## src/rtl/pipe_ctrl_pkg.sv

```systemverilog
// pipe_ctrl_pkg: shared definitions for the OpenMIPS pipeline stall/flush controller.
// Holds the stall vector encodings, stall bit indices, controller state encoding
// and the default multi-cycle length field width.
package pipe_ctrl_pkg;

    // Default width of the multi-cycle length field
    localparam int MC_LEN_W = 6;

    // Stall vector bit indices: one hold bit per pipeline register
    localparam int STALL_PC_BIT  = 0;
    localparam int STALL_IF_BIT  = 1;
    localparam int STALL_ID_BIT  = 2;
    localparam int STALL_EX_BIT  = 3;
    localparam int STALL_MEM_BIT = 4;
    localparam int STALL_WB_BIT  = 5;

    // Stall vector encodings
    localparam logic [5:0] STALL_NONE = 6'b000000;  // pipeline flows
    localparam logic [5:0] STALL_ID   = 6'b000111;  // hold pc/if/id, bubble into EX
    localparam logic [5:0] STALL_EX   = 6'b001111;  // hold pc/if/id/ex, bubble into MEM

    // Controller states
    typedef enum logic [1:0] {
        ST_IDLE    = 2'b00,
        ST_MC_BUSY = 2'b01,
        ST_FLUSH   = 2'b10
    } state_t;

endpackage

```

## src/rtl/pipe_ctrl_perf.sv

```systemverilog
// pipe_ctrl_perf: pair of saturating stall-cycle counters with synchronous clear.
// Only instantiated by pipe_ctrl when PIPE_CTRL_PERF_EN is defined.
module pipe_ctrl_perf #(
    parameter int PERF_W = 32
) (
    input  logic              clk,
    input  logic              rst,
    input  logic              clr,
    input  logic              id_inc,
    input  logic              ex_inc,
    output logic [PERF_W-1:0] id_cnt,
    output logic [PERF_W-1:0] ex_cnt
);

    import pipe_ctrl_pkg::*;

    // ID-only stall cycle counter: clear wins over increment, holds at all-ones
    always_ff @(posedge clk) begin
        if (rst || clr) begin
            id_cnt <= '0;
        end else if (id_inc && (id_cnt != '1)) begin
            id_cnt <= id_cnt + PERF_W'(1);
        end
    end

    // EX stall cycle counter: clear wins over increment, holds at all-ones
    always_ff @(posedge clk) begin
        if (rst || clr) begin
            ex_cnt <= '0;
        end else if (ex_inc && (ex_cnt != '1)) begin
            ex_cnt <= ex_cnt + PERF_W'(1);
        end
    end

endmodule

```

## src/rtl/pipe_ctrl.sv

```systemverilog
// pipe_ctrl: central stall/flush controller for the 5-stage OpenMIPS pipeline.
// Merges the ID load-use stall, multi-cycle EX occupancy and MEM exception
// flushes into one stall vector, a flush strobe and a redirect PC. The stall,
// flush and redirect outputs are combinational so a request acts in its own cycle.
// Optional feature macro: PIPE_CTRL_PERF_EN adds saturating stall perf counters.
module pipe_ctrl #(
    parameter int MC_LEN_W = pipe_ctrl_pkg::MC_LEN_W
`ifdef PIPE_CTRL_PERF_EN
    ,
    parameter int PERF_W   = 32
`endif
) (
    input  logic                clk,
    input  logic                rst,
    input  logic                id_stallreq,
    input  logic                ex_mc_start,
    input  logic [MC_LEN_W-1:0] ex_mc_len,
    input  logic                ex_mc_abort,
    input  logic                exc_req,
    input  logic [31:0]         exc_vec,
    output logic [5:0]          stall_o,
    output logic                flush_o,
    output logic [31:0]         new_pc_o,
    output logic                ex_mc_busy_o
`ifdef PIPE_CTRL_PERF_EN
    ,
    input  logic                perf_clr,
    output logic [PERF_W-1:0]   perf_id_stall_o,
    output logic [PERF_W-1:0]   perf_ex_stall_o
`endif
);

    import pipe_ctrl_pkg::*;

    state_t              state;
    logic [MC_LEN_W-1:0] cnt;

    // Same-cycle stall/flush decision from the inputs and the registered state
    always_comb begin
        stall_o  = STALL_NONE;
        flush_o  = 1'b0;
        new_pc_o = 32'h0000_0000;
        if (!rst) begin
            unique case (state)
                ST_IDLE: begin
                    // Flush beats a simultaneous start; a zero-length start is no stall
                    if (exc_req) begin
                        flush_o  = 1'b1;
                        new_pc_o = exc_vec;
                    end else if (ex_mc_start && (ex_mc_len != '0)) begin
                        stall_o = STALL_EX;
                    end else if (id_stallreq) begin
                        stall_o = STALL_ID;
                    end
                end
                ST_MC_BUSY: begin
                    // EX occupancy subsumes any ID hazard unless flushed or aborted
                    if (exc_req) begin
                        flush_o  = 1'b1;
                        new_pc_o = exc_vec;
                    end else if (ex_mc_abort) begin
                        stall_o = id_stallreq ? STALL_ID : STALL_NONE;
                    end else begin
                        stall_o = STALL_EX;
                    end
                end
                ST_FLUSH: begin
                    // Requests from flushed instructions are dropped; a new exception re-flushes
                    if (exc_req) begin
                        flush_o  = 1'b1;
                        new_pc_o = exc_vec;
                    end
                end
                default: begin
                    stall_o = STALL_NONE;
                end
            endcase
        end
    end

    // Controller FSM: state, multi-cycle countdown and registered busy flag
    always_ff @(posedge clk) begin
        if (rst) begin
            state        <= ST_IDLE;
            cnt          <= '0;
            ex_mc_busy_o <= 1'b0;
        end else begin
            unique case (state)
                ST_IDLE: begin
                    if (exc_req) begin
                        state        <= ST_FLUSH;
                        cnt          <= '0;
                        ex_mc_busy_o <= 1'b0;
                    end else if (ex_mc_start && (ex_mc_len > MC_LEN_W'(1))) begin
                        // Start cycle is the first stall cycle, so N-1 busy cycles remain
                        state        <= ST_MC_BUSY;
                        cnt          <= ex_mc_len - MC_LEN_W'(1);
                        ex_mc_busy_o <= 1'b1;
                    end
                end
                ST_MC_BUSY: begin
                    if (exc_req) begin
                        state        <= ST_FLUSH;
                        cnt          <= '0;
                        ex_mc_busy_o <= 1'b0;
                    end else if (ex_mc_abort || (cnt <= MC_LEN_W'(1))) begin
                        state        <= ST_IDLE;
                        cnt          <= '0;
                        ex_mc_busy_o <= 1'b0;
                    end else begin
                        cnt <= cnt - MC_LEN_W'(1);
                    end
                end
                ST_FLUSH: begin
                    state        <= exc_req ? ST_FLUSH : ST_IDLE;
                    cnt          <= '0;
                    ex_mc_busy_o <= 1'b0;
                end
                default: begin
                    state        <= ST_IDLE;
                    cnt          <= '0;
                    ex_mc_busy_o <= 1'b0;
                end
            endcase
        end
    end

`ifdef PIPE_CTRL_PERF_EN
    logic perf_id_inc;
    logic perf_ex_inc;

    assign perf_id_inc = (stall_o == STALL_ID);
    assign perf_ex_inc = stall_o[STALL_EX_BIT];

    pipe_ctrl_perf #(
        .PERF_W (PERF_W)
    ) u_perf (
        .clk    (clk),
        .rst    (rst),
        .clr    (perf_clr),
        .id_inc (perf_id_inc),
        .ex_inc (perf_ex_inc),
        .id_cnt (perf_id_stall_o),
        .ex_cnt (perf_ex_stall_o)
    );
`endif

endmodule

```

## config.mk

```make
export PLATFORM = sky130hd
export DESIGN_NAME = pipe_ctrl
export DESIGN_NICKNAME = d
export VERILOG_FILES = /design/src/rtl/pipe_ctrl_pkg.sv /design/src/rtl/pipe_ctrl_perf.sv /design/src/rtl/pipe_ctrl.sv
export SDC_FILE = /design/constraint.sdc
export NUM_CORES = 1
export LEC_CHECK = 0
export BUFFER_PORTS_ARGS = -buffer_cell sky130_fd_sc_hd__buf_4
export CORE_MARGIN = 1
export CORE_UTILIZATION = 37
export CTS_BUF_LIST = sky130_fd_sc_hd__clkbuf_16
export DETAILED_ROUTE_END_ITERATION = 8
export PLACE_DENSITY = 0.79
export SLEW_MARGIN = 30
export SYNTH_ARGS = -nofsm -noshare
export SYNTH_HDL_FRONTEND = slang
export SYNTH_SLANG_ARGS = --single-unit
```

## constraint.sdc

```tcl
create_clock -name clk -period 2.4 [get_ports clk]
set_input_delay 0.48 -clock clk [delete_from_list [all_inputs] [get_ports clk]]
set_output_delay 0.48 -clock clk [all_outputs]
set_load 0.01 [all_outputs]
```

==> flow_metrics.tcl, run 1 <==
set metrics [dict create \
    status "complete, no violations" \
    synth_common_cells "32 x and2_1, 8 x dfxtp_1, 8 x ha_1, 8 x nor2_1, 7 x inv_1" \
    synthSimpleGateAreaFrac 0.380 \
    start_kind "flop" \
    grt_max_degree 20 \
    nets 257 \
    core-area_mm2 0.00232 \
    ys_types 39 \
    drive_gt1_frac 0.468 \
    critical_path_class "reg2out" \
    min_path_type "in2reg" \
    die_x_um 52.6 \
    start_util 0.408 \
    rows 17 \
    die_area_mm2 0.00276 \
    critical_path_required_ps 1920 \
    die_h_um 52.6 \
    whs_path_depth 2 \
    synth_top_flop_cell "dfxtp_1" \
    switchingPower_uw 198 \
    path_clk_slew_ps 40 \
    ir_worst_vdd_v 0.000461 \
    finalPower_uw 694 \
    p_seq_frac 0.220 \
    drv_slew 0 \
    drc 0 \
    synth_compound_area_frac 0.231 \
    clk_path_buf_depth 2 \
    diodes 0 \
    insertion_delay_ps 240 \
    fmax_mhz 464 \
    final-setup-viol-count 0 \
    yosys-top-cells-area "and2_1 21%, dfxtp_1 17%, ha_1 11%" \
    timing.final.crit_share 0.898 \
    swShare 0.285 \
    grt_pass1_wl_um 5070 \
    synth.mux.area_fraction 0.0106 \
    critPathMaxStageDelay_ps 390 \
    comb_power_share 0.362 \
    grt_util_all_layers 0.253 \
    num_vias 1173 \
    path_cells "ha_1 -> nor3b_1 -> a31oi_1 -> a21oi_1 -> buf_4" \
    yosysTopAreaCellShare 0.212 \
    syn_inst 122 \
    cts_tree "built" \
    p_int_uw 496 \
    grt_pass1_vias 1138 \
    slowest_stage "dfxtp_1" \
    rr_startpoint "state[0]$_SDFFE_PP0P_" \
    numPortBuffers 81 \
    critPathMaxFanout 5 \
    vias_per_cell 5.08 \
    ant_nets 0 \
    fin_skew_ps 2.90 \
    cp-end-kind "primary output" \
    antenna_found_initial 0 \
    drt_iter0_drc 29 \
    cts_made_buffers 3 \
    overflow 0 \
    leakage_uw 0.000853 \
    synth_top_family_by_area "simple AND/OR/NAND/NOR gates" \
    cts_hold_buffers 0 \
    synth_seq_cells 8 \
    fin_cells 231 \
    r2r-end "cnt[2]$_SDFFE_PP0P_" \
    cts_setup_buffers 0 \
    dr.pass1.iters 4 \
    avgSynthCellArea_um2 7.75 \
    hold_viol_final 0 \
    synth-seq-area-share 0.169 \
    rrSetupSlack_ps 510 \
    min_from "rst" \
    yosysWarnings 0 \
    final_core_util 0.713 \
    mappedNetlistArea_um2 946 \
    yosysMostFrequentCell "and2_1" \
    synth_edf_count 0 \
    drv_cap 0 \
    synth_xor_area_frac 0.0278 \
    finalSetupTns_ps 0 \
    clkPwrFrac 0.418 \
    min_period_ps 2150 \
    routed_wl_um 3310 \
    htree_levels 1 \
    powerDensity_mw_per_mm2 420 \
    drt-wirelength-per-cell_um 14.3 \
    rr_worst_depth 7 \
    place_inst 228 \
    clock-root-buffer "clkbuf_16" \
    netlist.top_cell.by_area "and2_1" \
    area_growth_pct 74.9 \
    cts_resized 0 \
    async_flop_share 0 \
    grt_setup_unrepaired "no" \
    synthAdderAreaFrac 0.106 \
    ios 84 \
    hold_path_end "state[1]$_SDFFE_PP0P_" \
    place.gp.congestion 0.869 \
    worstPathArrival_ps 1670 \
    cts.sinks 8 \
    hpwl_um 2710 \
]
critical path, delay by kind of cell (launching register included):
family / cells / cell delay (ps)
simple gates: 1 / 280
buf+inv: 1 / 180
fa+ha+maj: 1 / 220
flops: 1 / 390
compound gates: 2 / 370
placed cells by master, fill, tap and decap left out, types with 2 or more instances in the layout:
cell / n
and2_1: 32
nand2b_1: 2
a31o_1: 2
clkbuf_16: 3
buf_4: 84
nor3b_1: 2
conb_1: 2
nand2_1: 4
o31ai_1: 2
inv_1: 7
o22ai_1: 3
o32ai_1: 2
dfxtp_1: 8
a22o_1: 6
xnor2_1: 2
nor3_1: 2
ha_1: 8
a21oi_1: 3
nor2_1: 8
cell type report:
cell class	count	area, µm²
multi-input cells	101	727
fillers	189	664
repair buffers	84	631
flip-flops and latches	8	160
clock buffers	3	75.1
well taps	28	35.0
inverters	7	26.3
metal layers:
layer  track usage  vias to the layer above  part of all wire
met4        0.0526                        0            0.0060
met1         0.289                      544              0.39
met3        0.0609                        3             0.044
met2         0.466                       41              0.56
li1              -                      585                 -
met5             0                        -                 0
power groups by stage:
stage	Sequential, µW	Combinational (µW)	Clock [µW]
final	153	251	290
after global routing	154	275	299
after CTS	152	252	288
after detailed placement	154	250	0
after global placement	154	244	0
after floorplan	152	130	0
cell families after synthesis:
logic type,count (synthesis)
and+or+nand+nor,60
xor gates and xnor gates,3
other,1
buffers and inverters,14
muxes,1
adders and majority gates,8
AOI/OAI and AO/OA,27
DFF,8
flip-flops by register name, summed over array words and instances (netlist names):
register and cells:
state 2, cnt 6
stage by stage:
step | worst slack [ps] | instance area (µm²) | hold slack [ps]
6_report | 246 | 1650 | 478
5_1_grt | 87.2 | 1650 | 481
3_5_place_dp | 240 | 1580 | 478
3_3_place_gp | 293 | 1580 | 467
2_1_floorplan | 361 | 950 | 443
4_1_cts | 229 | 1650 | 477
worst max-delay path by stage:
stage	start	endpoint	slack, ps	cells after the start
final	state[0]$_SDFFE_PP0P_	stall_o[0]	250	5
after global routing	state[0]$_SDFFE_PP0P_	stall_o[0]	90	5
after floorplan	state[0]$_SDFFE_PP0P_	stall_o[1]	360	5
after global placement	ex_mc_len[0]	cnt[3]$_SDFFE_PP0P_	290	8
after CTS	state[0]$_SDFFE_PP0P_	stall_o[0]	230	5
after detailed placement	ex_mc_len[0]	cnt[2]$_SDFFE_PP0P_	240	8
(Power assumes the default switching activity.)
==> inputs of run 2 (changes only) <==
--- a/config.mk
+++ b/config.mk
@@ -5,12 +5,13 @@
 export SDC_FILE = /design/constraint.sdc
 export NUM_CORES = 1
 export LEC_CHECK = 0
+export ABC_AREA = 1
 export BUFFER_PORTS_ARGS = -buffer_cell sky130_fd_sc_hd__buf_4
 export CORE_MARGIN = 1
-export CORE_UTILIZATION = 37
+export CORE_UTILIZATION = 40
 export CTS_BUF_LIST = sky130_fd_sc_hd__clkbuf_16
 export DETAILED_ROUTE_END_ITERATION = 8
-export PLACE_DENSITY = 0.79
+export PLACE_DENSITY = 0.81
 export SLEW_MARGIN = 30
 export SYNTH_ARGS = -nofsm -noshare
 export SYNTH_HDL_FRONTEND = slang
==> run 2 against run 1 <==
  * Cell area increased by 4.1%
  * Count of clock-buffer cells in the layout unchanged
  * Critical endpoint is now stall_o[2]
  * Clock skew decreased by 2.6 ps
  * Combinational power increased by 4%
  * Via count increased by 9.6%
  * Highest routed layer unchanged
==> flow_metrics.tcl, run 2 <==
set metrics [dict create \
    min_period_ps 2240 \
    drt_iter0_drc 23 \
    cts_setup_buffers 0 \
    fmax_mhz 447 \
    cts.sinks 8 \
    die_h_um 53.6 \
    start_kind "flop" \
    cts_resized 0 \
    largest_reg_flops 6 \
    hold_viol_final 0 \
    path_buf_inv 3 \
    finalSetupTns_ps 0 \
    drive_gt1_frac 0.376 \
    critPathMaxFanout 6 \
    yosysMostFrequentCell "inv_1" \
    regArea_um2 160 \
    htree_levels 1 \
    layout_common_cells "81 x buf_4, 47 x inv_1, 44 x nor2_1, 30 x nand2_1, 11 x nand3_1" \
    ys_types 24 \
    cp_common_cell "inv_1" \
    num-fill-cells 240 \
    start_util 0.426 \
    place_inst 293 \
    fin_skew_ps 0.267 \
    diodes 0 \
    vias_per_cell 4.34 \
    yosysTopAreaCellShare 0.165 \
    drv_cap 0 \
    antenna_found_initial 0 \
    critPathMaxStageDelay_ps 370 \
    worstPathArrival_ps 1760 \
    path_clk_slew_ps 40 \
    overflow 0 \
    cts_hold_buffers 0 \
    drv_slew 0 \
    rows 18 \
    ios 84 \
    path_delay_family "buffers and inverters" \
    synth_edf_count 0 \
    syn_inst 189 \
    synth_seq_cells 8 \
    grt_max_degree 33 \
    slowest_stage "dfxtp_1" \
    routed_wl_um 2960 \
    drc 0 \
    grt_pass1_vias 1014 \
    clk_path_buf_depth 2 \
    ant_nets 0 \
    leakage_uw 0.00105 \
    max_flop_register "cnt" \
    hpwl_um 2410 \
    place.gp.congestion 0.820 \
    synth_top_flop_cell "dfxtp_1" \
    timing.final.crit_share 0.931 \
    grt_pass1_wl_um 4120 \
    fin_cells 296 \
    final_common_cell "buf_4" \
    netlist.top_cell.by_area "inv_1" \
    nets 320 \
    insertion_delay_ps 230 \
    grt_setup_unrepaired "no" \
    dr.pass1.iters 4 \
    ir_worst_vdd_v 0.000438 \
    async_flop_share 0 \
    num_vias 1286 \
    critical_path_class "reg2out" \
    yosysWarnings 0 \
    multi_input_area_um2 648 \
    critical_path_required_ps 1920 \
    die_area_mm2 0.00288 \
    cts_made_buffers 3 \
    synth_common_cells "47 x inv_1, 44 x nor2_1, 30 x nand2_1" \
    largestRegisters "cnt x6, state x2" \
    area_growth_pct 61.5 \
    path_cells "inv_1 -> ha_1 -> nand2_1 -> inv_1 -> a31oi_1 -> a21oi_1 -> buf_4" \
    numPortBuffers 81 \
    mappedNetlistArea_mm2 0.00107 \
    yosys-top-cells-area "inv_1 17%, nor2_1 15%, dfxtp_1 15%" \
    synth-seq-area-share 0.150 \
    status "complete, no violations" \
    grt_util_all_layers 0.196 \
    cts_tree "built" \
    cp-end-kind "primary output" \
    powerDensity_mw_per_mm2 401 \
    min_path_type "reg2reg" \
    drt-wirelength-per-cell_um 10.0 \
    final-setup-viol-count 0 \
    die_x_um 53.6 \
    clock-root-buffer "clkbuf_16" \
    core-area_mm2 0.00250 \
    avgSynthCellArea_um2 5.64 \
]
## run 2: cell count changes after synthesis, sizes merged, moves of 3 or more
cell,before,now
a21oi,4,9
a22o,6,0
a31o,3,0
and2,32,0
buf,4,8
clkbuf,3,0
inv,7,49
nand2,4,31
nand3,0,11
nand4,0,4
nor2,9,47
nor3,3,0
nor3b,3,0
o31ai,3,0
## run 2: where the power goes
part	switching [µW]	internal (µW)
sequential	9.63	143
combinational	131	128
clock	64.1	215
total	205	486
## run 2: worst paths after layout
check	from	to	slack, ps	cells past startpoint
max	state[0]$_SDFFE_PP0P_	stall_o[2]	160	7
min	cnt[1]$_SDFFE_PP0P_	cnt[1]$_SDFFE_PP0P_	490	2
max reg2reg	cnt[0]$_SDFFE_PP0P_	cnt[2]$_SDFFE_PP0P_	850	9
min reg2reg	cnt[1]$_SDFFE_PP0P_	cnt[1]$_SDFFE_PP0P_	490	2
## run 2: kinds of logic (layout without fill, tap and decap cells)
family / count (synthesis) / in the layout / synth area share
buffers and inverters: 58 / 134 / 0.245
other: 1 / 2 / 0.00352
xor gates and xnor gates: 2 / 2 / 0.0164
adders and majority gates: 8 / 8 / 0.0939
DFF: 8 / 8 / 0.150
and+or+nand+nor: 94 / 94 / 0.370
AOI/OAI and AO/OA: 18 / 18 / 0.121
## run 2: worst register-to-register path: stages, from the launching register on
cell and delay, ps:
dfxtp_1 370, inv_1 110, ha_1 270, inv_1 70
nand2_1 50, nand3_1 100, nand2_1 140, o22ai_1 170
nand2_1 90, a21oi_2 110
## run 2: per-stage QoR
stage	setup WS (ps)	hold WS (ps)	power, µW	cell area (µm²)	util
2_1_floorplan	471	469	303	1070	-
3_3_place_gp	465	479	410	1650	0.659
6_report	165	488	691	1720	0.689
5_1_grt	72.4	512	737	1720	0.689
3_5_place_dp	420	480	414	1650	0.659
4_1_cts	189	488	698	1720	0.689
## run 2: layout make-up
cell class | instances | share of cell area
Clock buffer | 3 | 0.0436
Timing Repair Buffer | 81 | 0.353
Tap cell | 30 | 0.0218
Sequential cell | 8 | 0.0930
Multi-Input combinational cell | 124 | 0.376
Inverter | 50 | 0.112
## run 2: metal layers
metal / global-route usage / routed length, µm / vias to the layer above
met2: 0.350 / 1430 / 50
met1: 0.214 / 1210 / 524
met4: 0.0614 / 25 / 0
met3: 0.0706 / 301 / 4
met5: 0 / 0 / -
li1: - / - / 708
